===== src/rtl/frequency_generator.sv =====
// Phase-accumulator square-wave source with continuous or N-period burst output.
// Tuning-word changes take effect only at a period boundary so no runt pulses appear.
module frequency_generator #(
  parameter int ACC_WIDTH   = 32,
  parameter int COUNT_WIDTH = 24
) (
  input  logic                   iclk,
  input  logic                   reset,
  input  logic [ACC_WIDTH-1:0]   tuning_word,
  input  logic                   load,
  input  logic [COUNT_WIDTH-1:0] burst_count,
  input  logic                   start,
  input  logic                   stop,
  output logic                   out,
  output logic                   busy,
  output logic                   interrupt,
  input  logic                   interrupt_clear
);

  typedef enum logic [1:0] {IDLE, RUN, STOPPING} state_t;

  state_t                 state;
  logic [ACC_WIDTH-1:0]   acc;
  logic [ACC_WIDTH-1:0]   active_tw;
  logic [ACC_WIDTH-1:0]   pending_tw;
  logic                   pending_valid;
  logic [COUNT_WIDTH-1:0] remaining;
  logic                   burst_mode;

  logic [ACC_WIDTH:0]     sum;
  logic                   carry;
  logic                   tw_zero;
  logic                   last_period;

  assign sum         = {1'b0, acc} + {1'b0, active_tw};
  assign carry       = sum[ACC_WIDTH];
  assign tw_zero     = (active_tw == '0);
  assign last_period = burst_mode && (remaining == COUNT_WIDTH'(1));

  assign out  = acc[ACC_WIDTH-1];
  assign busy = (state != IDLE);

  always_ff @(posedge iclk or posedge reset) begin
    if (reset) begin
      state         <= IDLE;
      acc           <= '0;
      active_tw     <= '0;
      pending_tw    <= '0;
      pending_valid <= 1'b0;
      remaining     <= '0;
      burst_mode    <= 1'b0;
      interrupt     <= 1'b0;
    end else begin
      // Clear first so a burst completion later in this block wins.
      if (interrupt_clear) interrupt <= 1'b0;

      case (state)
        IDLE: begin
          acc <= '0;
          if (load) pending_tw <= tuning_word;
          if (start) begin
            active_tw     <= load ? tuning_word : pending_tw;
            remaining     <= burst_count;
            burst_mode    <= (burst_count != '0);
            pending_valid <= 1'b0;
            state         <= RUN;
          end
        end

        RUN, STOPPING: begin
          if (tw_zero) begin
            // No carry can ever arrive, so word changes and stop act immediately.
            if (load) begin
              pending_tw    <= tuning_word;
              pending_valid <= 1'b1;
            end else if (pending_valid) begin
              active_tw     <= pending_tw;
              pending_valid <= 1'b0;
            end
            if (stop || state == STOPPING) begin
              state <= IDLE;
              acc   <= '0;
            end
          end else if (carry) begin
            if (load) begin
              active_tw     <= tuning_word;
              pending_valid <= 1'b0;
            end else if (pending_valid) begin
              active_tw     <= pending_tw;
              pending_valid <= 1'b0;
            end
            if (burst_mode) remaining <= remaining - COUNT_WIDTH'(1);

            if (last_period) begin
              state     <= IDLE;
              acc       <= '0;
              interrupt <= 1'b1;
            end else if (state == STOPPING) begin
              state <= IDLE;
              acc   <= '0;
            end else begin
              acc <= sum[ACC_WIDTH-1:0];
              if (stop) state <= STOPPING;
            end
          end else begin
            acc <= sum[ACC_WIDTH-1:0];
            if (load) begin
              pending_tw    <= tuning_word;
              pending_valid <= 1'b1;
            end
            if (stop && state == RUN) state <= STOPPING;
          end
        end

        default: begin
          state <= IDLE;
          acc   <= '0;
        end
      endcase
    end
  end

endmodule

===== config.mk =====
export PLATFORM = sky130hd
export DESIGN_NAME = frequency_generator
export DESIGN_NICKNAME = d
export VERILOG_FILES = /design/src/rtl/frequency_generator.sv
export SDC_FILE = /design/constraint.sdc
export NUM_CORES = 1
export LEC_CHECK = 0
export ABC_AREA = 1
export CORE_MARGIN = 2
export CORE_UTILIZATION = 65
export DETAILED_ROUTE_END_ITERATION = 16
export PLACE_DENSITY = 0.89
export SYNTH_ARGS = -nofsm -noshare
export SYNTH_HDL_FRONTEND = slang
export SYNTH_SLANG_ARGS = --single-unit

===== constraint.sdc =====
create_clock -name iclk -period 6.72 [get_ports iclk]
set_input_delay 1.344 -clock iclk [delete_from_list [all_inputs] [get_ports iclk]]
set_output_delay 1.344 -clock iclk [all_outputs]
set_load 0.03 [all_outputs]

; Word level (Yosys, flattened, before mapping)
; Cells that the tools add are included.
[totals]
register_bits = 125
inputBits = 62
out_inout_bits = 3
elab_cells = 81
[classes]
add_sub_neg = 2
n_eq_ne = 14
mux = 42
n_reduce_logical = 15
[op_table]
columns = operator, n
row1 = $mux 32, 15
row2 = $pmux 32 s2, 2
row3 = $mux 24, 4
row4 = $pmux 24 s2, 1
row5 = $add 32x32->33, 1
row6 = $logic_not 32->1, 1
row7 = $eq 24x1->1 const B, 1
row8 = $reduce_bool 24->1, 1
row9 = $sub 24x1->24 const B, 1
row10 = $mux 2, 8
row11 = $ne 3x3->1 const B, 4
row12 = $mux 1, 10
row13 = $ne 2x2->1 const B, 4
row14 = $ne 4x4->1 const B, 2
row15 = $reduce_and 4->1, 2
row16 = $ne 6x6->1 const B, 1
row17 = $reduce_and 5->1, 1
row18 = $pmux 2 s2, 1
row19 = $reduce_and 2->1, 2
row20 = $reduce_bool 2->1, 2
row21 = $reduce_and 3->1, 1
row22 = $eq 2x1->1 const B, 1
row23 = $eq 2x2->1 const B, 1
row24 = $logic_and 1x1->1, 2
row25 = other kinds (4), 4

; Depth between registers and ports, before layout
; Gate-level depths: netlist (run 1).
[depth]
ltp_word = 6
ltp_mapped = 18
mapped_depth_nobuf = 17

; Worst setup path before layout (run 1)
; OpenSTA, ideal clock, no wires.
[synth_timing]
kind = in2reg
from = input load
to = register active_tw[10]
setup_time_ns = 0.083
arrival_ns = 2.492
required_time_ns = 6.637
path_slack_ns = 4.145
cell_stages = 9
n_path_buf = 3
cell_sequence = clkbuf_1 > buf_2 > buf_1 > nand2_1 > o21ai_0 > o21ai_0 > nand2_1 > a21oi_1 > o21ai_0
[synth_between]
elab_chain_len = 4
elab_cells_between_ends = 8
classes_between = 1 x eq/ne / 6 x mux / 1 x reduce/logical
[synth_lines]
columns = element, line
row1 = "start, declared", 10  ; input logic load,
row2 = $mux 32, 85  ; if (load) begin
row3 = $mux 32, 84  ; end else if (carry) begin
row4 = $mux 32, 71  ; if (tw_zero) begin
row5 = $pmux 32 s2, 57  ; case (state)
row6 = "end signal, assigned", 62  ; active_tw <= load ? tuning_word : pending_tw;
row7 = "end signal, assigned", 86  ; active_tw <= tuning_word;
row8 = "end signal, assigned", 89  ; active_tw <= pending_tw;
row9 = "end, declared", 24  ; logic [ACC_WIDTH-1:0] active_tw;
; Several ways; a longest one is shown, not always the timed one. The select of a mux whose other input is x is not followed.
; A chain may end at the register's enable or synchronous reset.

; Final worst setup path (run 1)
[layout_timing]
from = register active_tw[19]
to = register active_tw[8]
[layout_between]
elab_chain_len = 3
elab_cells_between_ends = 7
classes_between = 1 x add/sub / 2 x eq/ne / 2 x mux / 2 x reduce/logical
[layout_lines]
columns = element, line
row1 = "start signal, assigned", 62
row2 = "start signal, assigned", 77  ; active_tw <= pending_tw;
row3 = "start signal, assigned", 86
row4 = $add 32x32->33 / $logic_not 32->1 (equally long branches), "35, 37"
row5 = $ne 3x3->1 (no line) / $mux 32 (equally long branches), n/a
row6 = $reduce_and 4->1 (no line) / $pmux 32 s2 (equally long branches), n/a
; Several ways; a longest one is shown, not always the timed one.

==> metrics.md, run 1 <==
| Metric | Value |
|---|---|
| Yosys synthesis warning count | 0 |
| Critical-path cell list | inv_1 -> nand4_1 -> nor2_1 -> nand2_2 -> nor2_2 -> buf_4 -> nor2_2 -> nand3_2 -> nand3_2 -> o21ai_0 |
| Setup Crit Path Kind | reg -> reg |
| Distinct cells, synth | 43 |
| Num Clock Sinks | between 100 and 150 |
| Drt total wl | roughly 27000 um |
| Status | complete, no violations |
| Share of the synthesized area in the top cell type | 0.317 |
| Post-cts resize count | 0 |
| Core Region | roughly 15000 um^2 |
| CP Data Arrival Time | just under 4 ns |
| Vias/cell | approximately 5.8 |
| Lkg Pwr | approximately 5.7 nW |
| Share of layout cells above drive strength 1 | 0.0428 |
| Die width | 127 um |
| Core Rows | 45 |
| Design area | between 10000 and 15000 um^2 |
| Clock power share | 0.170 |
| Number of top-level pins | 65 |
| Number of fill cells | between 1000 and 1500 |
| Max Clk Rate | between 0.2 and 0.3 GHz |
| Setup Viol. Count Final | 0 |
| Syn Area/Cell | ~6.4 um^2 |
| First-pass GRT wire length | about 44000 um |
| Area Growth Syn to Fin | 12.0% |
| TritonCTS clock tree | yes |
| Worst min-delay path class | reg -> reg |
| H-tree depth | 4 |
| Cell count of the worst reg-to-reg path | 10 |
| Storage cell area | 3130 um^2 |
| Combinational share of power | 0.560 |
| Layout Nets | roughly 1700 |
| Crit path time final | roughly 3.6 ns |
| GRT overflow | 0 |
| Drt first-iter violations | roughly 1300 |
| Via count | 10295 |
| Clock skew | 0.00778 ns |
| Synth area leaders | dfrtp_1, nand2_1, o21ai_0 |
| Drt wl/cell | around 15 um |
| Final Hold Fails | 0 |
| Slowest stage cell on the critical path | nand3_2 |
| # DRC | 0 |
| GRT Total Usage | 0.339 |
| Placed cell area | 10500 um^2 |
| Register bit total from synthesis | approximately 130 |
| Post-synth ARST share | 1.00 |
| Setup_tns | 0 ns |
| Initial Util | 0.656 |
| Internal Power | between 0.002 and 0.003 W |
| Synth area leader | dfrtp_1 |
| Synth Cell Area | 9870 um^2 |
| DRT Pass-1 Iters | 6 |
| Critical Path Start Type | register |
| Hold-fix buffers, CTS | 0 |
| Worst VDD drop | roughly 0.00048 V |
| Worst-path maximum fanout | 64 |
| Largest stage delay, worst path | 0.85 ns |
| Clk root buf | clkbuf_16 |
| Antenna violations before repair | 0 |
| Max Slew Vio Count | 0 |
| Commonest non-fill, non-tap cell in the layout | nand2_1 |
| Clock transition at the registers of the reported paths | 0.06 ns |
| Post-DRT Antenna Nets | 0 |
| Seq pwr share | 0.270 |
| Buf/Inv on CP | 2 |
| Sw Ratio | 0.510 |
| Ant diodes | 0 |
| Post-synth EDFFs | 0 |
| Crit-path leading delay family | simple AND/OR/NAND/NOR gates |
| Largest net degree at the start of global routing | 90 |
| Kind of end point of the critical path | register |
| Multi-input logic area | between 5000 and 6000 um^2 |
| Number of buffers created by CTS | 17 |
| Post-Syn Instances | around 1500 |
| Data required, critical path | about 7.0 ns |
| PortBufs | between 60 and 70 |
| Die height | about 130 um |
| Vias in the first global route | slightly above 9000 |
| Worst hold path stage count | 2 |
| Slew Limit Headroom | 0.239 |
| WP depth | 10 |
| RSZ-0062 raised after global routing | false |
| Syn Nets | ~1700 |
| Worst skew pair latency | 0.43 ns |
| Final period utilization | 0.542 |
| Worst slew pin tran | 1.14 ns |
| Clock buffer depth | 2 |
| RD Place Congestion | roughly 0.99 |
| HPWL after DPL | roughly 18000 um |
| Post-CTS setup buffer count | 0 |
| Power per Cell Area | 496 nW/um^2 |
| Register area share after synthesis | 0.317 |
| Main synth FF type | dfrtp_1 |
| Max-cap violations | 0 |
| Net Sw Power | 0.00280 W |
| Commonest non-fill, non-tap cells in the layout | nand2_1, inv_1, o21ai_0 |
| Die footprint | approximately 16000 um^2 |
==> final timing paths <==
path	start	slack [ns]	end
setup / recovery	active_tw[19]	3.08	active_tw[8]
hold / removal	acc[20]	0.49	acc[20]
setup reg to reg	active_tw[19]	3.08	active_tw[8]
hold reg to reg	acc[20]	0.49	acc[20]
max in group asynchronous	reset	3.96	remaining[17]
min in group asynchronous	reset	1.44	pending_tw[14]
==> logic make-up (layout without fill, tap and decap cells) <==
logic type / after synthesis / count (layout) / share of synthesized area
AO/OA/AOI/OAI: 313 / 313 / 0.172
XOR/XNOR: 23 / 23 / 0.0204
adder cells (fa/ha/maj): 40 / 40 / 0.0515
buffers and inverters: 266 / 307 / 0.111
flip-flops: 125 / 125 / 0.317
multiplexers: 1 / 1 / 0.00114
AND/OR/NAND/NOR: 781 / 781 / 0.328
==> flip-flops by register name (all words and copies together), names as in the netlist <==
| register | cells |
|---|---|
| state | 2 |
| acc | 32 |
| burst_mode | 1 |
| pending_tw | 32 |
| active_tw | 32 |
| remaining | 24 |
| interrupt | 1 |
| pending_valid | 1 |
==> worst register-to-register path: stages (launching register included) <==
cell     delay, ns
dfrtp_1       0.44
inv_1         0.11
nand4_1       0.13
nor2_1        0.16
nand2_2       0.36
nor2_2        0.21
buf_4         0.37
nor2_2        0.15
nand3_2       0.10
nand3_2       0.85
o21ai_0       0.62
==> power by group through the flow <==
stage	Sequential, W	Combinational, W	Clock (W)
2_1_floorplan	0.00131	0.00252	0
3_3_place_gp	0.00145	0.00286	0
3_5_place_dp	0.00147	0.00298	0
4_1_cts	0.00146	0.00303	0.000935
5_1_grt	0.00152	0.00346	0.000969
6_report	0.00148	0.00307	0.000935
==> layer usage <==
layer	vias up	GRT usage	part of all wire
met5	-	0	0
met4	0	0.0931	0.019
met3	48	0.0817	0.089
met2	506	0.533	0.46
met1	4722	0.473	0.43
li1	5019	-	-
==> area by class of cell <==
| cell class | count | area share |
|---|---|---|
| multi-input cells | 1158 | 0.511 |
| flip-flops and latches | 125 | 0.283 |
| inverters | 205 | 0.0698 |
| repair buffers | 70 | 0.0616 |
| clock buffers | 17 | 0.0385 |
| well taps | 188 | 0.0213 |
| clock inverters | 15 | 0.0147 |
==> through the flow <==
step,util,std cells,total power (W),setup WS [ns],hold WS (ns)
6_report,0.735,1778,0.00549,3.08,0.491
4_1_cts,0.735,1778,0.00542,3.19,0.491
3_3_place_gp,0.696,1746,0.00431,3.12,0.469
2_1_floorplan,-,1549,0.00383,2.05,0.455
5_1_grt,0.735,1778,0.00595,2.87,0.503
3_5_place_dp,0.696,1746,0.00445,3.01,0.477
==> cell usage after synthesis, types with 16 or more instances <==
cell type and count:
o21a_1 27, dfrtp_1 125, o21ai_1 20, nor2_1 127, nand3_1 87, o21ai_0 172
nand2_1 503, inv_1 202, a21oi_1 74, clkbuf_1 24, nand4_1 21, xnor2_1 16
ha_1 39
No activity file was read; power rests on OpenSTA's default activity.
==> inputs of run 2 (changes only) <==
- CORE_UTILIZATION: 65 -> 61
- PLACE_DENSITY: 0.89 -> 0.84
- clock period: 6.72 -> 3.5 ns (I/O delays scaled with it)
==> metrics.md, run 2 (synthesized netlist as in run 1, its figures left out) <==
| Metric | Value |
|---|---|
| Status | complete, no violations |
| Largest net degree at the start of global routing | 90 (unchanged) |
| Die width | 131 um (+3.1%) |
| Num Clock Sinks | 125 (unchanged) |
| Core Rows | 46 (+2.2%) |
| Net Sw Power | 0.00529 W (+89%) |
| PnR worst setup slack | 0.467 ns (-2.61 ns) |
| Antenna violations before repair | 0 (unchanged) |
| DRT Pass-1 Iters | 5 (-1) |
| RSZ-0062 raised after global routing | false |
| Slew Limit Headroom | 0.388 (+0.148) |
| TritonCTS clock tree | yes |
| Met2 usage | 0.495 (-0.0376) |
| Routing usage on met1 | 0.450 (-0.0232) |
| GRT Total Usage | 0.319 (-0.0203) |
| Area Growth Syn to Fin | 14.3% |
| Number of buffers created by CTS | 17 (unchanged) |
| Power per Cell Area | 959 nW/um^2 (+93%) |
| Die footprint | 17200 um^2 (+6.3%) |
| GRT overflow | 0 (unchanged) |
| Seq pwr share | 0.259 (-0.011) |
| Top flop regs | acc x32, active_tw x32, pending_tw x32 |
| Worst min-delay path class | reg -> reg |
| Data required, critical path | 3.87 ns (-3.15 ns) |
| Clk root buf | clkbuf_16 |
| Final period utilization | 0.867 (+0.325) |
| Worst-path maximum fanout | 25 (-61%) |
| Die height | 131 um (+3.1%) |
| Post-DRT Antenna Nets | 0 (unchanged) |
| DP Worst Slack | 0.586 ns (-2.42 ns) |
| Worst Hold Launch | acc[23] |
| Sw Ratio | 0.489 (-0.0206) |
| # DRC | 0 (unchanged) |
| Drt first-iter violations | 1087 (-14%) |
| Ant diodes | 0 (unchanged) |
| Clock power share | 0.184 (+0.014) |
| CP startpoint | active_tw[0] |
| Layout Nets | 1687 (+0.48%) |
| GRT busiest layer | met2 |
| R2r startpoint | active_tw[0] |
| PortBufs | 64 (unchanged) |
| Worst VDD drop | 0.000565 V (+18%) |
| Core Region | 15800 um^2 (+5.3%) |
| Lkg Pwr | 5.78 nW (+1.6%) |
| Internal Power | 0.00552 W (+110%) |
| Commonest non-fill, non-tap cell in the layout | nand2_1 |
| Setup_tns | 0 ns (unchanged) |
| H-tree depth | 4 (unchanged) |
| Drt total wl | 26800 um (-0.42%) |
| Kind of end point of the critical path | register |
| Post-CTS setup buffer count | 0 (unchanged) |
| Combinational share of power | 0.556 (-0.004) |
| Clock transition at the registers of the reported paths | 0.06 ns (about the same) |
| Max Clk Rate | 0.330 GHz (+20%) |
| Worst slew pin tran | 0.918 ns (-0.221 ns) |
| Commonest non-fill, non-tap cells in the layout | nand2_1, inv_1, o21ai_0 |
| Vias/cell | 5.61 (-3.1%) |
| Met3 GRT Util | 0.0583 (-0.0234) |
| Initial Util | 0.623 (-0.0329) |
| Number of fill cells | 1341 (+13%) |
| Vias in the first global route | 9481 (+1.4%) |
| Setup Viol. Count Final | 0 (unchanged) |
| Crit path time final | 3.03 ns (-0.608 ns) |
| Clock skew | 0.00784 ns (+0.0000602 ns) |
| Max-cap violations | 0 (unchanged) |
| Via count | 10182 (-1.1%) |
| Setup Crit Path Kind | reg -> reg |
| Critical Path Start Type | register |
| First-pass GRT wire length | 45000 um (+1.1%) |
| Hold-fix buffers, CTS | 0 (unchanged) |
| Post-cts resize count | 0 (unchanged) |
| Drt wl/cell | 14.8 um (-2.4%) |
| RD Place Congestion | 0.983 (-0.30%) |
| CP Data Arrival Time | 3.40 ns (-0.54 ns) |
| Clock buffer depth | 2 (unchanged) |
| Number of top-level pins | 65 (unchanged) |
| Worst skew pair latency | 0.43 ns (about the same) |
| Share of layout cells above drive strength 1 | 0.0457 (+0.00291) |
| Max Slew Vio Count | 0 (unchanged) |
| HPWL after DPL | 19100 um (+4.4%) |
| Final Hold Fails | 0 (unchanged) |
## run 2: cell types whose count changed in the layout (fill, tap and decap cells not counted), sizes merged
cell      before  now
clkinv         7    3
inv          209  205
clkbuf        17   23
clkinvlp       2    1
buf            7   15
bufinv         2    5
## run 2: path summary, 6_finish.rpt
kind / endpoint / slack [ns] / cells after the start
max: remaining[9] / 0.47 / 16
min: acc[23] / 0.49 / 2
max reg2reg: remaining[9] / 0.47 / 16
min reg2reg: acc[23] / 0.49 / 2
max in group asynchronous: acc[31] / 2.16 / 3
min in group asynchronous: pending_tw[15] / 0.65 / 2
## run 2: power by group through the flow
stage	clock, W	combinational (W)	sequential (W)
floorplan	0	0.00483	0.00252
global placement	0	0.00570	0.00276
detailed placement	0	0.00589	0.00278
CTS	0.00200	0.00596	0.00277
global route	0.00206	0.00685	0.00287
finish	0.00199	0.00601	0.00280
## run 2: final cells by class
type | instances | area, um^2 | area share
timing repair buffer | 78 | 791 | 0.0702
clock inverter | 9 | 181 | 0.0161
inverter | 205 | 773 | 0.0686
sequential | 125 | 3130 | 0.278
multi-input combinational | 1158 | 5650 | 0.501
clock buffer | 23 | 478 | 0.0424
tap | 216 | 270 | 0.0240
## run 2: layer usage
layer | routed length (um) | vias to the layer above
li1 | - | 5025
met1 | 11900 | 4673
met2 | 12100 | 427
met3 | 2200 | 57
met4 | 540 | 0
met5 | 0 | -
## run 2: critical path, stage by stage, from the launching register on
cell     delay [ns]
dfrtp_1        0.37
ha_1           0.17
inv_1          0.06
fa_1           0.41
inv_1          0.07
nand2_1        0.04
nand2_1        0.07
nand3_1        0.06
nand2_1        0.12
nand2_1        0.08
nand2_2        0.11
nand2_2        0.11
nand2_4        0.13
nand4_4        0.35
nand2_2        0.56
nand2_1        0.13
nand2_1        0.10
## run 2: per-stage QoR
step           hold slack, ns  total power (W)  utilization  instances  area (um^2)
2_1_floorplan           0.455          0.00735            -       1549         9870
3_3_place_gp            0.468          0.00846        0.671       1782        10600
3_5_place_dp            0.477          0.00867        0.671       1782        10600
4_1_cts                 0.495           0.0107        0.712       1814        11300
5_1_grt                 0.511           0.0118        0.712       1814        11300
6_report                0.489           0.0108        0.712       1814        11300
==> inputs of run 3 (changes only) <==
- SKIP_LAST_GASP: not set -> 1
==> results of run 3 <==
No change in the layout: final DEF, timing and power equal those of run 2.
